<file path="src/rtl/feynman_decode_fifo.sv">
// -----------------------------------------------------------------------------
// feynman_decode_fifo
//   Receives (p,q) pairs from a bank of reversible Feynman (CNOT) gates, undoes
//   the gate on the way in (a = p, b = p ^ q) and buffers the recovered (a,b)
//   pairs in a DEPTH-entry first-in first-out queue with valid/ready handshakes
//   on both sides.
//
// Ports
//   clk, rst_n            clock, asynchronous active-low reset
//   in_valid / in_ready   upstream handshake; in_ready depends on level only
//   in_p, in_q            Feynman gate outputs, WIDTH lanes each
//   out_valid / out_ready downstream handshake
//   out_a, out_b          recovered head entry (zero while empty)
//   level                 current occupancy, 0..DEPTH
//   pair_cnt              completed output transfers, saturates at 16'hFFFF
// -----------------------------------------------------------------------------
module feynman_decode_fifo #(
  parameter int WIDTH = 4,
  parameter int DEPTH = 4
) (
  input  logic                       clk,
  input  logic                       rst_n,
  input  logic                       in_valid,
  output logic                       in_ready,
  input  logic [WIDTH-1:0]           in_p,
  input  logic [WIDTH-1:0]           in_q,
  output logic                       out_valid,
  input  logic                       out_ready,
  output logic [WIDTH-1:0]           out_a,
  output logic [WIDTH-1:0]           out_b,
  output logic [$clog2(DEPTH):0]     level,
  output logic [15:0]                pair_cnt
);

  localparam int AW = $clog2(DEPTH);
  localparam int LW = AW + 1;
  localparam logic [LW-1:0] FULL_LVL = LW'(DEPTH);

  logic [AW-1:0]    wr_ptr_q, wr_ptr_d;
  logic [AW-1:0]    rd_ptr_q, rd_ptr_d;
  logic [LW-1:0]    level_q,  level_d;
  logic [15:0]      cnt_q,    cnt_d;
  // Held low through reset and the first edge after release so in_ready stays
  // low on that edge and no push can happen there.
  logic             rdy_en_q;

  logic [WIDTH-1:0] mem_a [DEPTH];
  logic [WIDTH-1:0] mem_b [DEPTH];

  logic push, pop;

  // in_ready looks only at registered state, so there is no ready path from
  // out_ready back to the upstream side. A full queue therefore refuses a push
  // even when a pop happens in the same cycle.
  assign in_ready  = rdy_en_q && (level_q < FULL_LVL);
  assign out_valid = (level_q != '0);
  assign push      = in_valid && in_ready;
  assign pop       = out_valid && out_ready;

  // Head is read straight from storage; gating by out_valid keeps the outputs
  // at zero while empty or in reset, when the storage contents are undefined.
  assign out_a    = out_valid ? mem_a[rd_ptr_q] : '0;
  assign out_b    = out_valid ? mem_b[rd_ptr_q] : '0;
  assign level    = level_q;
  assign pair_cnt = cnt_q;

  // NOTE: every variable gets a default at the top of always_comb so no path
  // leaves it unassigned, which would otherwise infer a latch.
  always_comb begin
    wr_ptr_d = wr_ptr_q;
    rd_ptr_d = rd_ptr_q;
    level_d  = level_q;
    cnt_d    = cnt_q;
    // DEPTH is a power of two, so the pointers wrap by natural overflow.
    if (push) wr_ptr_d = wr_ptr_q + AW'(1);
    if (pop)  rd_ptr_d = rd_ptr_q + AW'(1);
    if (push && !pop)      level_d = level_q + LW'(1);
    else if (!push && pop) level_d = level_q - LW'(1);
    if (pop && (cnt_q != 16'hFFFF)) cnt_d = cnt_q + 16'd1;
  end

  // NOTE: sequential state uses non-blocking assignments so every register
  // samples its next value from the same pre-edge state.
  always_ff @(posedge clk or negedge rst_n) begin
    if (!rst_n) begin
      wr_ptr_q <= '0;
      rd_ptr_q <= '0;
      level_q  <= '0;
      cnt_q    <= '0;
      rdy_en_q <= 1'b0;
    end else begin
      wr_ptr_q <= wr_ptr_d;
      rd_ptr_q <= rd_ptr_d;
      level_q  <= level_d;
      cnt_q    <= cnt_d;
      rdy_en_q <= 1'b1;
    end
  end

  // NOTE: the storage array is deliberately not reset; clearing level and the
  // pointers is enough to discard old entries, and the output gating hides the
  // undefined contents.
  always_ff @(posedge clk) begin
    if (push) begin
      mem_a[wr_ptr_q] <= in_p;
      mem_b[wr_ptr_q] <= in_p ^ in_q;
    end
  end

endmodule

</file>
<file path="config.mk">
export PLATFORM = sky130hd
export DESIGN_NAME = feynman_decode_fifo
export DESIGN_NICKNAME = d
export VERILOG_FILES = /design/src/rtl/feynman_decode_fifo.sv
export SDC_FILE = /design/constraint.sdc
export NUM_CORES = 1
export LEC_CHECK = 0
export CORE_UTILIZATION = 55
export DETAILED_ROUTE_END_ITERATION = 6
export PLACE_DENSITY = 0.79
export SKIP_CTS_REPAIR_TIMING = 1
export SYNTH_ARGS = -nofsm -noshare
export SYNTH_HDL_FRONTEND = slang
export SYNTH_SLANG_ARGS = --single-unit
</file>
<file path="constraint.sdc">
create_clock -name clk -period 5.9 [get_ports clk]
set_clock_uncertainty 0.05 [all_clocks]
set_input_delay 1.18 -clock clk [delete_from_list [all_inputs] [get_ports clk]]
set_output_delay 1.18 -clock clk [all_outputs]
set_load 0.01 [all_outputs]
</file>
==> results.toml <==
[global_route]
grt_max_degree = 25
grt_antenna_before_repair = 0
grt-ovfl-total = 0
grt_pass1_vias = 1554
grt_use_total = 0.206
grt_pass1_wl_um = 7560

[final_layout]
finish.utilization = 0.695
drive_above_1_share = 0.120
nFillCells = 288
diodes = 0
nNetsFinal = 226
finalInstanceArea_um2 = 3030
syn2layout_area_growth_pct = 21.8

[logic_synthesis]
ys_warn_count = 0
synth-seq-cells = 56
synth_top_area_share = 0.387
synth_fa_ha_area_frac = 0.0382
synth_top_family_by_area = "simple AND/OR/NAND/NOR gates"
synth_top_area_cell = "edfxtp_1"
synth_area_um2 = 2490
syn_area_per_cell_um2 = 15.3
synth_common_cells = "edfxtp_1, dfrtp_1, xor2_1"
synth.distinct_cells = 35
synth_edf_count = 32
yosysMostFrequentCell = "edfxtp_1"
async_flop_share = 0.429
synthSimpleGateAreaFrac = 0.139
synth-xor-area-share = 0.0881
syn_inst = 162
synth.net_count = 181
ys.flop_type = "edfxtp_1"
synth_area_leaders = "edfxtp_1, dfrtp_1, mux4_2, xor2_1, ha_1"
synth.area.mux_share = 0.0830
synth_compound_area_frac = 0.0106
synth_seq_area_share = 0.628

[placed_design]
dp_slack_ps = 2530
port_buffers = 40
routabilityCongestion = 0.765
place_hpwl_um = 3190
dpl-instance-area_um2 = 2940

[routing]
wl_um = 4510
drc = 0
avgRoutedWirePerCell_um = 17.4
drtAntennaViolNets = 0
via_per_inst = 5.56
initialDrtViolationCount = 69
dr.pass1.iters = 4
num_vias = 1445

[worst_setup_path]
endpoint_kind = "output pin"
cp_data_required_time_ps = 4670
arrival_ps = 2470
start_kind = "register"
worstSetupPathType = "register to output pin"
critPathMaxFanout = 9

[sta]
finalHoldViolCount = 0
min_period_ps = 3700
fin_hold_ws_ps = 471
timing.setup.tns_ps = 0
worst_slew_pin_slew_ps = 1190
fin_ws_ps = 2200
maxSlewViolCount = 0
maxSlewHeadroom = 0.200
setup_viol = 0
max_freq_ghz = 0.270
min_period_over_period = 0.627
rsz0062_at_grt = "false"

[floorplanning]
die_y_um = 69.2
die_width_um = 69.2
dieArea_um2 = 4790
io_pins = 41
initial_core_util = 0.571
core_area_um2 = 4350
rows = 24

[cts]
path_clk_slew_ps = 90
cts_buffers = 5
htreeDepth = 2
clock_path_buffers = 2
clock-sinks = 56
root_buffer = "clkbuf_8"
cts_tree = "done"
clk_latency_ps = 300

[min_path]
hp-class = "register to register"

[power]
power.density_nw_per_um2 = 409
leakagePower_nw = 1.20
vdd_ir_drop_max_v = 0.000283

[outcome]
status = "finished clean"

[run]
maxCapViolations = 0
[layout make-up]
class / instances / area, um^2 / area share
clock inverter: 1 / 5.00 / 0.00165
clock buffer: 7 / 80.1 / 0.0264
timing repair buffer: 40 / 400 / 0.132
sequential: 56 / 1560 / 0.516
inverter: 5 / 18.8 / 0.00620
multi-input combinational: 99 / 897 / 0.296
tap: 52 / 65.1 / 0.0215
[through the flow]
| step | cells | total power (W) |
|---|---|---|
| floorplan | 162 | 0.000828 |
| global placement | 252 | 0.00103 |
| detailed placement | 252 | 0.00105 |
| CTS | 260 | 0.00125 |
| global route | 260 | 0.00131 |
| finish | 260 | 0.00124 |
[per-layer routing]
layer / wire length (um) / up-vias / GRT usage
met5: 0 / - / 0
met4: 103 / 0 / 0.0794
met3: 160 / 10 / 0.0465
met2: 2200 / 32 / 0.328
met1: 2050 / 728 / 0.277
li1: - / 675 / -
[worst max-delay path, cell delays in order (launching register included)]
cell and delay [ps]:
dfrtp_1 470, nor3_1 980, inv_1 180, clkdlybuf4s50_1 540
[cell usage in the layout, fill, tap and decap left out, types with 2 or more instances in the layout]
cell type,synthesis,layout
and3_1,5,5
xnor2_1,5,5
nor3_1,8,8
xor2_1,20,20
nand4_1,3,3
clkdlybuf4s50_1,0,40
ha_1,6,6
nor4_1,2,2
nand3_1,4,4
nor2b_1,8,8
clkbuf_8,0,5
mux4_2,8,8
dfrtp_1,24,24
edfxtp_1,32,32
nand2_1,7,7
nor2_1,5,5
inv_1,5,5
[sequential cells by signal, summed over array words and instances (netlist names)]
register / flops
wr_ptr_q: 2
mem_a: 16
rd_ptr_q: 2
mem_b: 16
pair_cnt: 16
rdy_en_q: 1
level: 3
[report_power, final]
part | switching [W] | leakage (nW) | internal (W) | total, W
logic | 0.000177 | 0.558 | 0.000273 | 0.000450
registers | 0.000104 | 0.593 | 0.000484 | 0.000588
clock network | 0.000113 | 0.0456 | 0.0000882 | 0.000201
total | 0.000393 | 1.20 | 0.000845 | 0.00124
[logic make-up after synthesis]
kind of cell / after synthesis
compound gates: 2
other cells: 1
simple gates: 54
mux: 10
xor+xnor: 25
buf+inv: 7
flops: 56
fa+ha+maj: 7
[path summary, 6_finish.rpt]
kind / startpoint / endpoint / slack, ps / cells after the start
min: pair_cnt[15] / pair_cnt[15] / 470 / 1
max in group asynchronous: rst_n / pair_cnt[5] / 3730 / 1
min in group asynchronous: rst_n / pair_cnt[12] / 1420 / 1
max: level[2] / out_valid / 2200 / 3
max reg2reg: level[2] / level[2] / 3640 / 8
min reg2reg: pair_cnt[15] / pair_cnt[15] / 470 / 1
(Power assumes the default switching activity.)
